**src/rtl/lsu_mem_master.sv**
```systemverilog
// lsu_mem_master - CPU-side initiator for the single-cycle data RAM port.
//
// Takes load/store requests from the execute stage over a valid/ready
// handshake, drives the RAM strobes/address/data, and returns a one-cycle
// response pulse with the extended load result. Byte and halfword stores are
// done as a word read-modify-write because the RAM only writes full words.
//
// Optional feature macro: LSU_STRICT_ALIGN_EN
//   defined   : misaligned half/word requests and size 11 return resp_error
//               after one cycle with no RAM access.
//   undefined : no alignment errors; half ignores addr[0], word ignores
//               addr[1:0], size 11 behaves as word, resp_error tied 0.
//
// Ports
//   clk, rst_n                   clock, async active-low reset
//   req_valid/req_ready          request handshake (ready only in IDLE)
//   req_write/size/unsigned      store flag, 00 byte 01 half 10 word, zero-ext
//   req_addr, req_wdata          byte address, store data (sub-word in LSBs)
//   resp_valid/error/rdata       completion pulse, error flag, load result
//   mem_addr/read/write/wdata    word-aligned RAM port, strobes decoded
//   mem_rdata                    combinational RAM read data
//
// state   | meaning
// IDLE    | ready for a request
// LOAD    | read strobe, capture extended load data
// RMW_RD  | read strobe, merge store lane into the old word
// STORE   | write strobe with the full word
// RESP    | one-cycle response pulse
module lsu_mem_master #(
    parameter int ADDR_W = 32,
    parameter int DATA_W = 32
) (
    input  logic              clk,
    input  logic              rst_n,
    input  logic              req_valid,
    output logic              req_ready,
    input  logic              req_write,
    input  logic [1:0]        req_size,
    input  logic              req_unsigned,
    input  logic [ADDR_W-1:0] req_addr,
    input  logic [DATA_W-1:0] req_wdata,
    output logic              resp_valid,
    output logic              resp_error,
    output logic [DATA_W-1:0] resp_rdata,
    output logic [ADDR_W-1:0] mem_addr,
    output logic              mem_read,
    output logic              mem_write,
    output logic [DATA_W-1:0] mem_wdata,
    input  logic [DATA_W-1:0] mem_rdata
);

    typedef enum logic [2:0] {S_IDLE, S_LOAD, S_RMW_RD, S_STORE, S_RESP} state_t;

    state_t              state_q, state_d;
    logic                write_q, write_d;
    logic [1:0]          size_q, size_d;
    logic                unsigned_q, unsigned_d;
    logic [ADDR_W-1:0]   addr_q, addr_d;
    // Holds store data, then the merged word after RMW_RD.
    logic [DATA_W-1:0]   wdata_q, wdata_d;
    logic [DATA_W-1:0]   rdata_q, rdata_d;
    logic                err_d;

    logic [1:0]          size_eff;
    logic                req_err;
    logic [1:0]          lane;
    logic [DATA_W-1:0]   shifted;
    logic [DATA_W-1:0]   load_ext;
    logic [DATA_W-1:0]   merged;

`ifdef LSU_STRICT_ALIGN_EN
    logic                err_q;
    assign size_eff = req_size;
    assign req_err  = (req_size == 2'b11) ||
                      (req_size == 2'b01 && req_addr[0]) ||
                      (req_size == 2'b10 && req_addr[1:0] != 2'b00);
    assign resp_error = err_q;
`else
    assign size_eff   = (req_size == 2'b11) ? 2'b10 : req_size;
    assign req_err    = 1'b0;
    assign resp_error = 1'b0;
`endif

    // Byte offset of the addressed lane; half ignores addr[0], word uses lane 0.
    always_comb begin
        case (size_q)
            2'b00:   lane = addr_q[1:0];
            2'b01:   lane = {addr_q[1], 1'b0};
            default: lane = 2'b00;
        endcase
    end

    always_comb begin
        shifted = mem_rdata >> {lane, 3'b000};
        case (size_q)
            2'b00:   load_ext = unsigned_q ? {24'h0, shifted[7:0]}
                                           : {{24{shifted[7]}}, shifted[7:0]};
            2'b01:   load_ext = unsigned_q ? {16'h0, shifted[15:0]}
                                           : {{16{shifted[15]}}, shifted[15:0]};
            default: load_ext = shifted;
        endcase
    end

    always_comb begin
        merged = mem_rdata;
        if (size_q == 2'b00)
            merged[{lane, 3'b000} +: 8] = wdata_q[7:0];
        else
            merged[{lane, 3'b000} +: 16] = wdata_q[15:0];
    end

    // State and captured-request registers.
    always_ff @(posedge clk or negedge rst_n) begin
        if (!rst_n) begin
            state_q    <= S_IDLE;
            write_q    <= 1'b0;
            size_q     <= 2'b00;
            unsigned_q <= 1'b0;
            addr_q     <= '0;
            wdata_q    <= '0;
            rdata_q    <= '0;
`ifdef LSU_STRICT_ALIGN_EN
            err_q      <= 1'b0;
`endif
        end else begin
            state_q    <= state_d;
            write_q    <= write_d;
            size_q     <= size_d;
            unsigned_q <= unsigned_d;
            addr_q     <= addr_d;
            wdata_q    <= wdata_d;
            rdata_q    <= rdata_d;
`ifdef LSU_STRICT_ALIGN_EN
            err_q      <= err_d;
`endif
        end
    end

    // Next-state and datapath.
    always_comb begin
        state_d    = state_q;
        write_d    = write_q;
        size_d     = size_q;
        unsigned_d = unsigned_q;
        addr_d     = addr_q;
        wdata_d    = wdata_q;
        rdata_d    = rdata_q;
`ifdef LSU_STRICT_ALIGN_EN
        err_d      = err_q;
`else
        err_d      = 1'b0;
`endif
        case (state_q)
            S_IDLE: begin
                if (req_valid) begin
                    write_d    = req_write;
                    size_d     = size_eff;
                    unsigned_d = req_unsigned;
                    addr_d     = req_addr;
                    wdata_d    = req_wdata;
                    if (req_err) begin
                        rdata_d = '0;
                        err_d   = 1'b1;
                        state_d = S_RESP;
                    end else if (!req_write)
                        state_d = S_LOAD;
                    else if (size_eff == 2'b10)
                        state_d = S_STORE;
                    else
                        state_d = S_RMW_RD;
                end
            end
            S_LOAD: begin
                rdata_d = load_ext;
                err_d   = 1'b0;
                state_d = S_RESP;
            end
            S_RMW_RD: begin
                wdata_d = merged;
                state_d = S_STORE;
            end
            S_STORE: begin
                rdata_d = '0;
                err_d   = 1'b0;
                state_d = S_RESP;
            end
            S_RESP:  state_d = S_IDLE;
            default: state_d = S_IDLE;
        endcase
    end

    // Outputs decoded from state so strobes drop as soon as reset hits.
    always_comb begin
        req_ready  = (state_q == S_IDLE);
        resp_valid = (state_q == S_RESP);
        resp_rdata = rdata_q;
        mem_read   = (state_q == S_LOAD) || (state_q == S_RMW_RD);
        mem_write  = (state_q == S_STORE);
        mem_addr   = (mem_read || mem_write) ? {addr_q[ADDR_W-1:2], 2'b00} : '0;
        mem_wdata  = mem_write ? wdata_q : '0;
    end

endmodule
```
**config.mk**
```make
export PLATFORM = sky130hd
export DESIGN_NAME = lsu_mem_master
export DESIGN_NICKNAME = d
export VERILOG_FILES = /design/src/rtl/lsu_mem_master.sv
export SDC_FILE = /design/constraint.sdc
export NUM_CORES = 1
export LEC_CHECK = 0
export BUFFER_PORTS_ARGS = -buffer_cell sky130_fd_sc_hd__buf_4
export CELL_PAD_IN_SITES_DETAIL_PLACEMENT = 0
export CELL_PAD_IN_SITES_GLOBAL_PLACEMENT = 1
export CORE_MARGIN = 8
export CORE_UTILIZATION = 34
export CTS_BUF_LIST = sky130_fd_sc_hd__clkbuf_8
export DETAILED_ROUTE_END_ITERATION = 12
export MAX_ROUTING_LAYER = met4
export PLACE_DENSITY = 0.86
export RECOVER_POWER = 25
export SLEW_MARGIN = 20
export SYNTH_ARGS = -nofsm -noshare
export SYNTH_HDL_FRONTEND = slang
export SYNTH_SLANG_ARGS = --single-unit
```
**constraint.sdc**
```tcl
create_clock -name clk -period 2.34 [get_ports clk]
set_input_delay 0.234 -clock clk [delete_from_list [all_inputs] [get_ports clk]]
set_output_delay 0.234 -clock clk [all_outputs]
set_load 0.005 [all_outputs]
```
* Word-level counts from Yosys, hierarchy flattened
Index checks and enable logic that the tools add are counted.
Cells by class: add/subtract/negate cells 1, equality and inequality tests 8, shift operators 5, mux-type cells 17, reductions and logical operators 9
Operators with widths (number):
- 2-to-1 mux 32 bit | 6
- case mux 32 bit (2 select lines) | 3
- bitwise mux 32 bit | 2
- variable shift 16 x 7 -> 32 bit, first input constant | 1
- variable shift 8 x 7 -> 32 bit, first input constant | 1
- indexed part select 16 x 7 -> 32 bit | 1
- indexed part select 8 x 7 -> 32 bit | 1
- right shift 32 x 5 -> 32 bit | 1
- case mux 3 bit (3 select lines) | 1
- negation 5 -> 7 bit | 1
- equality test 3 x 2 -> 1 bit, second input constant | 2
- equality test 2 bit, second input constant | 2
- 2-to-1 mux 2 bit | 2
- case mux 2 bit (2 select lines) | 1
- AND reduction 2 bit | 2
- nonzero test 2 bit | 2
- equality test 3 x 1 -> 1 bit, second input constant | 1
- equality test 3 bit, second input constant | 1
- zero test 3 bit | 1
- 2-to-1 mux 3 bit | 1
- equality test 2 x 1 -> 1 bit, second input constant | 1
- zero test 2 bit | 1
- logical OR 1 bit | 2
- != test 2 bit, second input constant | 1
- other kinds (2) | 2
Storage, ports and cells: register bits 102, input port bits 103, output and inout port bits 101, logic and storage cells 46

* Depth between registers and ports, before layout
Gate-level depths: netlist of run 1.
word-level depth 7, mapped depth 10, depth with buffers taken out 7

* Least setup slack after synthesis of run 1
OpenSTA, ideal clock, no wires.
path type reg-to-reg, from register size_q[0], to register wdata_q[17], library setup time 0.095 ns, arrival 2.250 ns, data required time 2.245 ns, slack -0.005 ns, stages on the path, launching flop included 8, buffers on the path 2, period minus slack after synthesis 2.345 ns, cells stage by stage dfrtp_1 -> or3b_1 -> buf_6 -> ha_1 -> nor3b_2 -> clkbuf_1 -> a31oi_1 -> o31ai_1
Between the ends: word-level cells in the longest chain between the ends 7, elaborated cells between the ends (all ways) 12, classes of those cells 1 x add/sub; 1 x eq/ne; 4 x shift; 5 x mux; 1 x reduce/logical
RTL lines:
- start: declaration | RTL line 56 | logic [1:0] size_q, size_d;
- start signal: assignment | RTL line 128 | size_q <= size_d;
- equality test 2 x 1 -> 1 bit or zero test 2 bit (tied branches) | RTL line 86, 106
- case mux 2 bit (2 select lines) | RTL line 86 | case (size_q)
- negation 5 -> 7 bit | RTL line 107, 109
- indexed part select 16 x 7 -> 32 bit (tied with other cells) | RTL line 109 | merged[{lane, 3'b000} +: 16] = wdata_q[15:0];
- bitwise mux 32 bit (on tied branches) | RTL line 109, 107
- 2-to-1 mux 32 bit * | RTL line 106 | if (size_q == 2'b00)
- case mux 32 bit (2 select lines) * | RTL line 153 | case (state_q)
- end signal: assignment | RTL line 131 | wdata_q <= wdata_d;
- end: declaration | RTL line 60 | logic [DATA_W-1:0] wdata_q, wdata_d;
Every way passes the cells marked *; elsewhere a longest branch is shown, timed or not. A chain may end at the register's enable or synchronous reset.

* Worst setup path in the final report of run 1
from register size_q[1], to register wdata_q[15]
Same word-level chain as after synthesis.

==> results.yml, run 1 <==
grt:
  antenna_found_initial: 0
  grtUsageTotal_pct: 20.48
  grt_max_degree: 48
  grt_pass1_wl_um: 33470
  grt_overflow: 0
  grt_pass1_vias: 5636
synth:
  syn-cell-area_um2: 5826
  ys_ff_latch: 102
  synth_flop_cell: "dfrtp_1"
  synth_warnings: 0
  synth_cells: 637
  async_reset_ff_share_pct: 100.0
  synth_edf_count: 0
  ys_types: 47
  avgSynthCellArea_um2: 9.145
  yosys.area.top_type: "dfrtp_1"
  synth_top_area_share_pct: 43.81
  yosys-top-cells-area: "dfrtp_1 (44%), nand2_1 (8.6%), mux2_2 (4.4%)"
  ys_seq_area_share_pct: 43.81
die:
  die_h_um: 146.9
  rows: 48
  core_area_um2: 17000
  dieArea_um2: 21580
  start_util_pct: 34.28
  die_w_um: 146.9
  io_pins: 204
critical_path:
  worstSetupStartpointType: "flip-flop"
  path_cells: "or3b_4, ha_1, nor2b_1, buf_4, nand3_1, a221oi_1, a21o_1"
  endpoint_kind: "flip-flop"
  worstPathArrival_ns: 2.49
  cp.required_ns: 2.67
  critPathMaxFanout: 8
  worstSetupPathType: "reg -> reg"
  slowest_stage: "dfrtp_1"
  critPathLaunch: "size_q[1]$_DFFE_PN0P_"
  cp_slowest_stage_delay_ns: 0.42
  worstReg2RegStart: "size_q[1]$_DFFE_PN0P_"
placed_design:
  port_buffers: 200
  routabilityCongestion: 0.8900
  pre_cts_ws_ns: 0.1581
  hpwl_um: 16620
  placedCellCount: 1034
sta:
  fmax_mhz: 462.9
  hold_viol: 0
  post-route-period-util_pct: 92.33
  finalSetupViolations: 0
  worst_slew_pin_slew_ns: 1.179
  report.final.slew_viol_count: 0
  slew_headroom_pct: 21.41
  rsz0062_at_grt: "no"
  fin_ws_ns: 0.1795
  finalSetupTns_ns: 0
  fin_skew_ns: 0.01433
  fin_crit_ns: 2.160
cells_and_area:
  final_common_cell: "buf_4"
  drive_gt1_share_pct: 34.38
  diodes: 0
  final_cells: 1051
  area_growth_pct: 33.93
  fin_util_pct: 45.91
  nNetsFinal: 929
  layout_common_cells: "buf_4 (226), nand2_1 (133), dfrtp_1 (102), a21oi_1 (38)"
routing:
  drc: 0
  firstDrtPassIters: 5
  drt_first_iter_violations: 473
  wl_per_cell_um: 21.03
  drt-total-wl_um: 22100
  ant_nets: 0
  vias_per_cell: 5.412
  num_vias: 5688
clocking:
  cts_sinks: 102
  clkSlewWorstSetupHoldPaths_ns: 0.11
  cts_tree: "yes"
  htreeDepth: 3
  cts_buffers: 9
  cts_max_path_buffers: 2
  root_buffer: "clkbuf_8"
  clock_latency_ns: 0.39
power:
  p_total_w: 0.01031
  p_leak_nw: 3.966
  p_per_area_nw_per_um2: 1321
  peakVddDrop_uv: 560.3
min_path:
  worstHoldStart: "req_addr[13]"
  worstHoldPathType: "in -> reg"
outcome:
  outcome: "finished clean"
flow_run:
  maxCapViolations: 0
## final timing paths
check | to | cells after the start | slack (ns)
max reg2reg | wdata_q[15]$_DFFE_PN0P_ | 7 | 0.18
min in group asynchronous | resp_rdata[16]$_DFFE_PN0P_ | 2 | 0.61
max | wdata_q[15]$_DFFE_PN0P_ | 7 | 0.18
min reg2reg | addr_q[13]$_DFFE_PN0P_ | 2 | 0.47
min | addr_q[13]$_DFFE_PN0P_ | 3 | 0.04
max in group asynchronous | wdata_q[15]$_DFFE_PN0P_ | 3 | 0.45
## cell families after synthesis
group,synth area share (%)
AND/OR/NAND/NOR,21.56
AO/OA/AOI/OAI,19.42
flip-flops,43.81
buffers and inverters,6.078
multiplexers,7.839
adder cells (fa/ha/maj),1.074
other,0.06437
XOR/XNOR,0.1504
## per-layer routing
| metal | track usage [%] | vias up | wire length (µm) |
|---|---|---|---|
| li1 | - | 2622 | - |
| met1 | 25.69 | 2730 | 9462 |
| met2 | 31.36 | 291 | 10290 |
| met3 | 4.829 | 45 | 1710 |
| met4 | 8.312 | 0 | 634 |
| met5 | - | - | 0 |
## critical path: cells and delay by family (launching register included)
kind            cells  cell delay [ns]
buf+inv             1             0.19
flops               1             0.42
simple gates        3             0.69
compound gates      2             0.45
fa+ha+maj           1             0.36
## through the flow
stage | area (µm²) | hold slack, ns
2_1_floorplan | 5841 | -0.06159
3_3_place_gp | 7574 | 0.2885
3_5_place_dp | 7574 | 0.2919
4_1_cts | 7812 | 0.01126
5_1_grt | 7802 | 0.01971
6_report | 7802 | 0.03567
## Yosys cell counts (all sizes together), types with 8 or more instances
cell    count
dfrtp     102
nand2     133
and2       32
inv        21
nand2b     14
a22oi      15
clkbuf     32
a22o        9
mux2       23
a221o      17
nor2b      10
nand3       8
and3       33
nor2        9
buf        26
a21oi      38
a21o        8
o31ai       8
a31oi      16
o21ai      22
a221oi     17
## cell type report
class / count / area [µm²]
multi-input combinational: 457 / 2938
fill: 1684 / 9194
tap: 225 / 281.5
clock buffer: 9 / 123.9
clock inverter: 7 / 105.1
inverter: 22 / 82.58
timing repair buffer: 229 / 1719
sequential: 102 / 2552
## registers in the layout (all words and copies together) (netlist names)
name,count
wdata_q,32
size_q,2
addr_q,32
unsigned_q,1
state_q,3
resp_rdata,32
## power breakdown
group	internal, W	switching, W	leakage [nW]
Clock	0.000618	0.000688	0.112
Sequential	0.00262	0.000739	1.27
Combinational	0.00266	0.00298	2.59
Total	0.00590	0.00441	3.97
## repair_timing
item	4_1_cts	5_1_grt
hold endpoints to repair	44	0
hold buffers	1	0
endpoints found under the setup margin	0	7
buffers inserted	0	0
gates resized for setup	0	3
(Power assumes the default switching activity.)
==> run 2: changes to the inputs <==
PLACE_DENSITY = default   (was 0.86)
PLACE_DENSITY_LB_ADDON = 0.1   (was default)
RECOVER_POWER = 50   (was 25)
==> results.yml, run 2 (synthesis results as in run 1) <==
outcome:
  outcome: "finished clean"
die:
  die_h_um: 146.9
  core_area_um2: 17000
  rows: 48
  io_pins: 204
  dieArea_um2: 21580
  die_w_um: 146.9
  start_util_pct: 34.28
critical_path:
  path_cells: "or3b_4, ha_1, nor3b_4, and3_1, a222oi_1, mux2i_1"
  slowest_stage: "or3b_4"
  cp.required_ns: 2.60
  cp_slowest_stage_delay_ns: 0.43
  cp_top_family: "simple AND/OR/NAND/NOR gates"
  worstPathArrival_ns: 2.41
  critPathBufInv: 0
  worstSetupStartpointType: "flip-flop"
  endpoint_kind: "flip-flop"
  r2r_slack_ns: 0.19
  worstSetupPathType: "reg -> reg"
  critPathMaxFanout: 8
sta:
  slew_headroom_pct: 37.05
  worst_slew_pin_slew_ns: 0.9443
  post-route-period-util_pct: 91.88
  hold_viol: 0
  finalSetupTns_ns: 0
  rsz0062_at_grt: "no"
  report.final.slew_viol_count: 0
  fin_crit_ns: 2.150
  fin_skew_ns: 0.008533
  fmax_mhz: 465.1
  finalSetupViolations: 0
min_path:
  worstHoldPathType: "in -> reg"
routing:
  vias_per_cell: 5.226
  drt_first_iter_violations: 364
  ant_nets: 0
  wl_per_cell_um: 20.86
  drc: 0
  drt-total-wl_um: 21900
  num_vias: 5487
  firstDrtPassIters: 4
cells_and_area:
  regArea_um2: 2552
  nNetsFinal: 928
  nFillCells: 1669
  final_cells: 1050
  final_common_cell: "buf_4"
  multi_input_area_um2: 2935
  diodes: 0
  area_growth_pct: 33.63
  layout_common_cells: "buf_4 (185), nand2_1 (133), dfrtp_1 (102), a21oi_1 (38), and3_1 (33)"
  drive_gt1_share_pct: 33.33
grt:
  grt_pass1_vias: 5643
  grtUsageTotal_pct: 20.38
  grt_overflow: 0
  antenna_found_initial: 0
  grt_pass1_wl_um: 33400
  grt_max_degree: 47
placed_design:
  routabilityCongestion: 0.9050
  placedCellCount: 1033
  hpwl_um: 16580
  port_buffers: 200
clocking:
  htreeDepth: 3
  root_buffer: "clkbuf_8"
  cts_buffers: 9
  cts_tree: "yes"
  clock_latency_ns: 0.38
  cts_max_path_buffers: 2
  cts_sinks: 102
  postCtsSetupBuffers: 0
  clkSlewWorstSetupHoldPaths_ns: 0.10
power:
  p_per_area_nw_per_um2: 1302
  peakVddDrop_uv: 410.3
  p_leak_nw: 3.934
flow_run:
  maxCapViolations: 0
[run 2: cell types whose count changed in the layout (fill, tap and decap cells not counted), moves of 2 or more]
cell      delta
buf_12       +3
buf_4       -41
clkbuf_1     +5
clkbuf_2     +3
clkbuf_4    +28
clkinv_4     -2
inv_8        +2
[run 2: per-stage QoR]
stage	util (%)	hold slack (ns)	instance area, µm²	total power (W)	setup slack [ns]
2_1_floorplan	-	-0.06159	5841	0.006631	0.01822
3_3_place_gp	44.74	0.2330	7604	0.008980	0.1794
3_5_place_dp	44.74	0.2374	7604	0.009065	0.1562
4_1_cts	46.05	0.009166	7828	0.01033	0.1283
5_1_grt	45.80	0.01475	7785	0.01095	0.03024
6_report	45.80	0.03941	7785	0.01013	0.1901
[run 2: worst min-delay path, cell delays in order]
cell     delay (ns)
buf_4          0.08
nand2_1        0.04
nand2_1        0.05
[run 2: area by class of cell]
cell class,count,share of cell area (%)
repair buffers,228,22.08
multi-input cells,457,37.70
clock inverters,6,0.9804
inverters,22,1.061
flip-flops and latches,102,32.79
well taps,225,3.616
clock buffers,10,1.768
[run 2: report_power, final]
group / leakage, nW / switching (W) / internal, W
combinational: 2.56 / 0.00295 / 0.00262
sequential: 1.27 / 0.000723 / 0.00262
clock: 0.108 / 0.000683 / 0.000545
total: 3.93 / 0.00435 / 0.00578
[run 2: layer usage]
metal	routed length [µm]	track usage, %	part of all wire, %
met3	1396	3.906	6.4
met2	10830	33.25	49
met1	9315	25.18	43
met4	357	6.323	1.6
met5	0	-	0
[run 2: final timing paths]
kind,cells past startpoint,startpoint,to
setup / recovery,6,size_q[0]$_DFFE_PN0P_,wdata_q[31]$_DFFE_PN0P_
hold / removal,3,req_addr[7],addr_q[7]$_DFFE_PN0P_
setup reg to reg,6,size_q[0]$_DFFE_PN0P_,wdata_q[31]$_DFFE_PN0P_
hold reg to reg,2,addr_q[17]$_DFFE_PN0P_,addr_q[17]$_DFFE_PN0P_
max in group asynchronous,3,rst_n,resp_rdata[28]$_DFFE_PN0P_
min in group asynchronous,2,rst_n,addr_q[19]$_DFFE_PN0P_
[run 2: timing repair]
| action | CTS | global route |
|---|---|---|
| hold buffers | 1 | 0 |
| resized for setup | 0 | 1 |
| setup endpoints to repair | 0 | 6 |
| endpoints found under the hold margin | 33 | 0 |
==> run 3: changes to the inputs <==
CTS_CLUSTER_DIAMETER = 150   (was default)
RECOVER_POWER = 100   (was 50)
SKIP_LAST_GASP = 1   (was default)
==> results.yml, run 3 (synthesis results as in run 1) <==
outcome:
  outcome: "finished clean"
clocking:
  htreeDepth: 3
  cts_buffers: 9
  cts_sinks: 102
  clock_latency_ns: 0.38
  cts_tree: "yes"
  cts_max_path_buffers: 2
  clkSlewWorstSetupHoldPaths_ns: 0.11
  root_buffer: "clkbuf_8"
  postCtsSetupBuffers: 0
cells_and_area:
  final_cells: 1050
  diodes: 0
  nNetsFinal: 928
  final_common_cell: "buf_4"
  drive_gt1_share_pct: 32.24
  layout_common_cells: "buf_4 (139), nand2_1 (133), dfrtp_1 (102), clkbuf_4 (65), a21oi_1 (38)"
  area_growth_pct: 32.84
  fin_util_pct: 45.53
routing:
  met2WireLength_um: 10850
  drc: 0
  drt_first_iter_violations: 350
  ant_nets: 0
  num_vias: 5503
  wl_per_cell_um: 20.86
  vias_per_cell: 5.241
  firstDrtPassIters: 5
  top_layer: "met4"
  wl_met3_um: 1259
  drt-total-wl_um: 21900
  route.layer.met1.wl_um: 9457
die:
  die_w_um: 146.9
  dieArea_um2: 21580
  io_pins: 204
  core_area_um2: 17000
  die_h_um: 146.9
  rows: 48
  start_util_pct: 34.28
placed_design:
  port_buffers: 200
  routabilityCongestion: 0.9050
  hpwl_um: 16580
  placedCellCount: 1033
grt:
  grt_pass1_vias: 5643
  grt_max_degree: 47
  grt_overflow: 0
  grt_pass1_wl_um: 33400
  grtUsageTotal_pct: 20.38
  antenna_found_initial: 0
sta:
  hold_viol: 0
  fmax_mhz: 456.4
  post-route-period-util_pct: 93.63
  rsz0062_at_grt: "no"
  report.final.slew_viol_count: 0
  fin_crit_ns: 2.191
  slew_headroom_pct: 36.63
  finalSetupViolations: 0
  fin_skew_ns: 0.008141
  worst_slew_pin_slew_ns: 0.9506
  finalSetupTns_ns: 0
critical_path:
  worstPathArrival_ns: 2.48
  r2r-end: "wdata_q[20]$_DFFE_PN0P_"
  cp_slowest_stage_delay_ns: 0.43
  endpoint_kind: "flip-flop"
  slowest_stage: "or3b_4"
  worstSetupStartpointType: "flip-flop"
  cp.required_ns: 2.63
  critPathMaxFanout: 16
  worstSetupPathType: "reg -> reg"
  worstReg2RegStart: "size_q[0]$_DFFE_PN0P_"
  r2r_slack_ns: 0.15
  path_cells: "or3b_4, ha_1, nor3b_1, buf_4, a31oi_1, o31ai_1"
  worstRegToRegCells: 6
min_path:
  worstHoldPathType: "in -> reg"
  holdPathStages: 3
  hold_path_end: "addr_q[7]$_DFFE_PN0P_"
  worstHoldStart: "req_addr[7]"
flow_run:
  maxCapViolations: 0
power:
  p_leak_nw: 3.860
  p_total_w: 0.01007
  p_per_area_nw_per_um2: 1301
  peakVddDrop_uv: 410.4
==> run 3: worst max path at each step <==
stage | start | endpoint | slack (ns)
floorplan | size_q[0]$_DFFE_PN0P_ | wdata_q[31]$_DFFE_PN0P_ | 0.02
global placement | size_q[0]$_DFFE_PN0P_ | wdata_q[12]$_DFFE_PN0P_ | 0.18
detailed placement | size_q[0]$_DFFE_PN0P_ | wdata_q[31]$_DFFE_PN0P_ | 0.16
CTS | size_q[0]$_DFFE_PN0P_ | wdata_q[31]$_DFFE_PN0P_ | 0.13
global route | state_q[1]$_DFFE_PN0P_ | mem_addr[26] | 0.02
finish | size_q[0]$_DFFE_PN0P_ | wdata_q[20]$_DFFE_PN0P_ | 0.15
==> run 3: metal layers <==
layer / GRT usage, % / vias up
met3: 3.906 / 20
met2: 33.25 / 196
li1: - / 2615
met4: 6.323 / 0
met5: - / -
met1: 25.18 / 2672
==> run 3: report_power, final <==
part | internal, W | switching, W | total [W]
registers | 0.00262 | 0.000732 | 0.00335
logic | 0.00255 | 0.00293 | 0.00548
clock network | 0.000545 | 0.000688 | 0.00123
==> run 3: what timing repair did <==
| item | 4_1_cts | 5_1_grt |
|---|---|---|
| setup endpoints to repair | 0 | 6 |
| hold endpoints to repair | 33 | 0 |
| gates resized for setup | 0 | 1 |
| hold buffers | 1 | 0 |
==> run 3: worst max-delay path, delay by kind of cell (launching register included) <==
| family | cells | cell delay, ns |
|---|---|---|
| adders and majority gates | 1 | 0.35 |
| buffers and inverters | 1 | 0.26 |
| DFF | 1 | 0.39 |
| AOI/OAI and AO/OA | 2 | 0.41 |
| and+or+nand+nor | 2 | 0.68 |
==> run 3: area by class of cell <==
class / instances / area (µm²)
flip-flops and latches: 102 / 2552
clock buffers: 10 / 137.6
repair buffers: 228 / 1684
well taps: 225 / 281.5
fillers: 1679 / 9258
clock inverters: 6 / 76.32
inverters: 22 / 82.58
multi-input cells: 457 / 2924
==> run 3: per-stage QoR <==
stage / area (µm²) / hold slack [ns] / setup WS (ns)
CTS: 7828 / 0.009166 / 0.1283
global placement: 7604 / 0.2330 / 0.1794
finish: 7739 / 0.03700 / 0.1490
floorplan: 5841 / -0.06159 / 0.01822
global route: 7739 / 0.01475 / 0.01793
detailed placement: 7604 / 0.2374 / 0.1562
